`config.mk`:
```
export PLATFORM = sky130hd
export DESIGN_NAME = inst_loader
export DESIGN_NICKNAME = d
export VERILOG_FILES = /design/src/rtl/inst_loader_pkg.sv /design/src/rtl/inst_loader_byte_to_word.sv /design/src/rtl/inst_loader.sv
export SDC_FILE = /design/constraint.sdc
export NUM_CORES = 1
export LEC_CHECK = 0
export BUFFER_PORTS_ARGS = -buffer_cell sky130_fd_sc_hd__buf_2
export CAP_MARGIN = 20
export CORE_MARGIN = 1.5
export CORE_UTILIZATION = 45
export CTS_CLUSTER_SIZE = 12
export DETAILED_ROUTE_END_ITERATION = 10
export HOLD_SLACK_MARGIN = 0.08
export PLACE_DENSITY_LB_ADDON = 0.15
export SKIP_CTS_REPAIR_TIMING = 1
export SLEW_MARGIN = 20
export SYNTH_ARGS = -nofsm -noshare
export SYNTH_HDL_FRONTEND = slang
export SYNTH_SLANG_ARGS = --single-unit
```
`constraint.sdc`:
```
create_clock -name clock_i -period 4.65 [get_ports clock_i]
set_clock_uncertainty 0.1 [all_clocks]
set_input_delay 0.6975 -clock clock_i [delete_from_list [all_inputs] [get_ports clock_i]]
set_output_delay 0.6975 -clock clock_i [all_outputs]
set_load 0.01 [all_outputs]
```
`src/rtl/inst_loader_pkg.sv`:
```
// inst_loader_pkg: shared constants for the UART program loader.
package inst_loader_pkg;
  localparam int          ADDRWIDTH = 10;
  localparam logic [31:0] HALT_INST = 32'hFFFF_FFFF;
  localparam logic [2:0]  LD_IDLE   = 3'd0;
  localparam logic [2:0]  LD_RECV   = 3'd1;
  localparam logic [2:0]  LD_WRITE  = 3'd2;
  localparam logic [2:0]  LD_DONE   = 3'd3;
  localparam logic [2:0]  LD_ERROR  = 3'd4;
  function automatic logic is_busy(input logic [2:0] s);
    return s == LD_RECV || s == LD_WRITE;
  endfunction
endpackage

```
`src/rtl/inst_loader_byte_to_word.sv`:
```
// byte_to_word: MSB-first byte shift register with a 2-bit byte counter.
module byte_to_word #(
  parameter int NB_DATA = 32,
  parameter int N_BITS  = 8
) (
  input  logic               clock_i,
  input  logic               reset_i,
  input  logic               clear_i,
  input  logic               shift_i,
  input  logic               preload_i,
  input  logic [N_BITS-1:0]  data_i,
  output logic [NB_DATA-1:0] word_o,
  output logic               word_valid_o
);
  logic [NB_DATA-1:0] word_q, word_d;
  logic [1:0]         cnt_q, cnt_d;
  // preload starts a fresh word whose first byte is the one just taken
  always_comb begin
    word_d = clear_i ? '0 : (shift_i || preload_i) ? {word_q[NB_DATA-N_BITS-1:0], data_i} : word_q;
    cnt_d  = clear_i ? 2'd0 : preload_i ? 2'd1 : shift_i ? cnt_q + 2'd1 : cnt_q;
  end
  always_ff @(posedge clock_i or negedge reset_i) begin
    if (!reset_i) begin
      word_q <= '0;
      cnt_q  <= '0;
    end else begin
      word_q <= word_d;
      cnt_q  <= cnt_d;
    end
  end
  assign word_o       = word_q;
  assign word_valid_o = shift_i && cnt_q == 2'd3;
endmodule

```
`src/rtl/inst_loader.sv`:
```
// inst_loader: assembles UART bytes into 32-bit words and writes them to
// instruction memory until HALT, flagging overflow if memory fills first.
module inst_loader
  import inst_loader_pkg::*;
#(
  parameter int NB_DATA = 32,
  parameter int N_BITS  = 8,
  parameter int NB_ADDR = ADDRWIDTH
) (
  input  logic               clock_i,
  input  logic               reset_i,
  input  logic               start_i,
  input  logic               abort_i,
  input  logic               rx_done_i,
  input  logic [N_BITS-1:0]  rx_data_i,
  output logic               en_write_o,
  output logic [NB_ADDR-1:0] wr_addr_o,
  output logic [NB_DATA-1:0] inst_load_o,
  output logic               busy_o,
  output logic               load_done_o,
  output logic               error_o,
  output logic [NB_ADDR-2:0] word_count_o
);
  localparam logic [NB_ADDR-1:0] ADDR_LAST = {{(NB_ADDR-2){1'b1}}, 2'b00};
  logic [2:0]         state_q, state_d;
  logic [NB_ADDR-1:0] addr_q, addr_d, wr_addr_q, wr_addr_d;
  logic [NB_ADDR-2:0] count_q, count_d;
  logic [NB_DATA-1:0] inst_q, inst_d, word;
  logic               en_write_q, busy_q, done_q, error_q;
  logic               clear, shift, preload, word_valid;
  assign shift = state_q == LD_RECV && rx_done_i && !abort_i;
  byte_to_word #(.NB_DATA(NB_DATA), .N_BITS(N_BITS)) u_b2w (
    .clock_i(clock_i), .reset_i(reset_i), .clear_i(clear), .shift_i(shift),
    .preload_i(preload), .data_i(rx_data_i), .word_o(word), .word_valid_o(word_valid)
  );
  always_comb begin
    state_d = state_q;
    addr_d  = addr_q;
    count_d = count_q;
    clear   = 1'b0;
    preload = 1'b0;
    if (abort_i) state_d = LD_IDLE;
    else case (state_q)
      LD_IDLE, LD_ERROR: if (start_i) begin
        state_d = LD_RECV;
        addr_d  = '0;
        count_d = '0;
        clear   = 1'b1;
      end
      LD_RECV: if (word_valid) begin
        state_d = LD_WRITE;
        count_d = count_q + (NB_ADDR-1)'(1);
      end
      LD_WRITE:
        if (word == HALT_INST) state_d = LD_DONE;
        else if (addr_q == ADDR_LAST) state_d = LD_ERROR;
        else begin
          state_d = LD_RECV;
          addr_d  = addr_q + NB_ADDR'(4);
          preload = rx_done_i;
        end
      default: state_d = LD_IDLE;
    endcase
    wr_addr_d = state_d == LD_WRITE ? addr_q : wr_addr_q;
    inst_d    = state_d == LD_WRITE ? {word[NB_DATA-N_BITS-1:0], rx_data_i} : inst_q;
  end
  always_ff @(posedge clock_i or negedge reset_i) begin
    if (!reset_i) begin
      state_q    <= LD_IDLE;
      addr_q     <= '0;
      count_q    <= '0;
      wr_addr_q  <= '0;
      inst_q     <= '0;
      en_write_q <= 1'b0;
      busy_q     <= 1'b0;
      done_q     <= 1'b0;
      error_q    <= 1'b0;
    end else begin
      state_q    <= state_d;
      addr_q     <= addr_d;
      count_q    <= count_d;
      wr_addr_q  <= wr_addr_d;
      inst_q     <= inst_d;
      en_write_q <= state_d == LD_WRITE;
      busy_q     <= is_busy(state_d);
      done_q     <= state_d == LD_DONE;
      error_q    <= state_d == LD_ERROR;
    end
  end
  assign en_write_o   = en_write_q;
  assign wr_addr_o    = wr_addr_q;
  assign inst_load_o  = inst_q;
  assign busy_o       = busy_q;
  assign load_done_o  = done_q;
  assign error_o      = error_q;
  assign word_count_o = count_q;
endmodule

```
==> summary.log <==
[synthesis] Mean Syn Cell Area 10.6 µm²
[detailed_routing] drt via density 5.54
[detailed_routing] number of DRC violations after detailed routing 0
[timing] Hold Violations, Final 0
[detailed_routing] detailed-route wire length 9.06 mm
[worst_setup_path] Data arrival, critical path 2560 ps
[global_route] GRT Resource Usage Total 19.3%
[status] status complete, no violations
[timing] share of the cycle needed by the critical path after routing 50.8%
[layout] fraction of layout instances using a drive strength above 1 26.5%
[floorplan] number of placed I/O pins 68
[synthesis] number of synthesis warnings 0
[global_route] initial antenna violation count 0
[floorplan] Cell Rows 35
[layout] Area Overhead vs Synth 14.8%
[floorplan] Die H 99.9 µm
[synthesis] portion of synthesized cell area occupied by the leading cell type 58.1%
[synthesis] register area share after synthesis 58.1%
[global_route] global-route wire length before repair 15.4 mm
[place] routability cong. 0.832
[worst_setup_path] startpoint class of the critical path flip-flop
[detailed_routing] via count of the routed design 3193
[detailed_routing] length of routed wiring on met1 4.26 mm
[synthesis] cell area after synthesis 4220 µm²
[cts] H-Tree Depth 3
[timing] slew at the pin closest to its max-slew limit 1010 ps
[worst_setup_path] Crit path largest cell delay 880 ps
[worst_setup_path] critical path buffer and inverter count 0
[synthesis] biggest area consumer among synthesized cells dfrtp_1
[cts] clock buffers created by TritonCTS 9
[worst_setup_path] series of cell instances along the critical path nor3b_1 > and2_1 > o21ai_0 > o21ai_0
[timing] Slew Viols, Final 0
[place] Post-DP HPWL 5.84 mm
[synthesis] number of synthesized flops with an enable pin 0
[cts] Worst-Skew Late Latency 370 ps
[detailed_routing] first-pass detailed-route iteration total 5
[synthesis] leading post-synthesis cells by cell area dfrtp_1 (58%), mux2_2 (8.5%), o21ai_0 (7.7%)
[worst_setup_path] Crit Path Max Fanout 33
[cts] cell chosen for the clock root clkbuf_8
[synthesis] FF+latch count, synth 98
[floorplan] floorplan die area 9980 µm²
[cts] Sink Count 98
[place] count of input and output buffers 65
[detailed_routing] metal3 WL 342 µm
[detailed_routing] Highest Signal Layer met4
[worst_setup_path] nature of the critical path endpoint flip-flop
[global_route] maximum number of pins on one net before global-route repair 70
[worst_setup_path] required time at the endpoint of the critical path 4850 ps
[floorplan] Core Footprint 9150 µm²
[detailed_routing] average detailed-routed wire length per instance 15.7 µm
[run] number of maximum-capacitance constraint violations 0
[synthesis] Most used DFF post-synth dfrtp_1
[hold_path] path class of the lowest-slack min-delay path input port to async pin
[detailed_routing] antenna-violating nets left 0
[global_route] global-route congestion overflow total 0
[layout] net count of the finished layout 477
[detailed_routing] initial detailed-routing violation count 173
[timing] RSZ-0062 raised after global routing no
[worst_setup_path] start-to-end type of the worst setup path flip-flop to flip-flop
[cts] clock transition at the register clock pins on the worst setup and hold paths after CTS 100 ps
[global_route] via count of the first global-routing pass 3024
[worst_setup_path] CP top delay family simple AND/OR/NAND/NOR gates
[floorplan] horizontal die dimension 99.9 µm
[cts] largest buffer count on any clock path 2
[pwr] Pwr per Cell Area 322 nW/µm²
[layout] core utilization of the finished layout 53.0%
[timing] normalized max-slew margin 32.4%
[synthesis] Mapped Cells 399
[cts] TritonCTS clock tree yes
[synthesis] fraction of registers with async set/reset 100%
[timing] setup total negative slack 0 ps
[pwr] worst voltage drop across the vdd grid 166 µV
[layout] antenna fix cells 0
[timing] Final Setup Violations 0
[synthesis] post-synthesis cell type count 41
[pwr] leakage power 0.00240 µW
[worst_setup_path] library cell contributing the largest single delay on the critical path and2_1
[timing] maximum achievable frequency 0.423 GHz
[worst_setup_path] CP dominant cell by count o21ai_0
[layout] total of fill cells in the finished design 856
[floorplan] initial core utilization 46.2%
[detailed_routing] WL met2 4.33 mm
[timing] minimum period implied by the final worst setup slack 2360 ps
[synth_stat cells, types with 2 or more instances]
master,count
ha_1,4
mux2i_1,2
and2_1,2
o21ai_1,6
nor3_1,7
inv_1,3
and3_1,2
and4_1,2
o21ai_0,65
nor2_1,14
a22oi_1,2
buf_4,2
nor3b_1,2
or4_1,5
nand3_1,12
mux2_2,32
o211ai_1,5
clkbuf_1,18
a21oi_1,7
or3_1,2
dfrtp_1,98
nand2_1,69
xnor2_1,7
nand4_1,13
nor4_1,2
[metrics by stage]
step	std cells	setup slack [ps]	power (µW)	area, µm²	hold WS, ps
6_report	576	2290	1560	4850	316
5_1_grt	576	2050	1630	4850	409
4_1_cts	575	1970	1580	4830	364
3_5_place_dp	559	1660	1060	4640	357
3_3_place_gp	559	1730	1060	4640	360
2_1_floorplan	400	2440	997	4230	302
[cell usage in the layout, fill, tap and decap left out, drive strengths merged, types with 2 or more instances in the layout]
master and instances:
or3 2, nor3 7, mux2 32, nand2 69
nand4 13, and2 2, nor3b 2, a21oi 7
xnor2 7, mux2i 2, buf 70, o211ai 5
o21ai 72, a211oi 2, dfrtp 98, and4 2
nand3 12, a22oi 2, clkinv 5, nor4 2
conb 2, clkbuf 10, ha 4, inv 4
nor2 14, and3 2, or4 5
[per-layer routing]
| metal | GRT usage, % | up-vias |
|---|---|---|
| met5 | 0 | - |
| met4 | 5.42 | 0 |
| met3 | 4.60 | 11 |
| met2 | 30.6 | 62 |
| met1 | 26.9 | 1584 |
| li1 | - | 1536 |
[registers in the layout, summed over array words and instances, names as in the netlist]
register      cells
busy_o            1
state_q           3
en_write_o        1
addr_q            8
word_count_o      9
wr_addr_o         8
load_done_o       1
u_b2w.word_o     32
inst_load_o      32
u_b2w.cnt_q       2
error_o           1
[kinds of logic (layout without fill, tap and decap cells)]
group	Yosys count	after routing	synth area share [%]
AO/OA/AOI/OAI	96	96	13.0
XOR/XNOR	7	7	1.45
adder cells (fa/ha/maj)	4	4	1.18
multiplexers	34	34	9.00
flip-flops	98	98	58.1
AND/OR/NAND/NOR	134	134	14.8
other	1	2	0.0888
buffers and inverters	25	90	2.43
[report_power, final]
part | switching (µW) | internal (µW) | leakage [µW]
Combinational | 70.8 | 39.5 | 0.000959
Clock | 306 | 215 | 0.0000931
Sequential | 40.6 | 890 | 0.00135
Total | 417 | 1140 | 0.00240
[layout make-up]
type	count	area (µm²)	area share, %
flip-flops and latches	98	2450	50.6
multi-input cells	277	1680	34.6
repair buffers	70	378	7.79
well taps	111	139	2.86
clock buffers	10	138	2.84
clock inverters	6	51.3	1.06
inverters	4	15.0	0.310
[worst paths after layout]
check | depth (start not counted) | from | slack [ps] | to
min in group clock_i | 2 | inst_load_o[0] | 380 | inst_load_o[0]
worst min-delay path | 1 | reset_i | 320 | wr_addr_o[4]
max in group asynchronous | 2 | reset_i | 3180 | u_b2w.word_o[21]
worst min register to register | 2 | inst_load_o[0] | 380 | inst_load_o[0]
worst max-delay path | 4 | state_q[0] | 2290 | u_b2w.word_o[3]
worst max register to register | 4 | state_q[0] | 2290 | u_b2w.word_o[3]
Power figures use the tool's default switching activity.
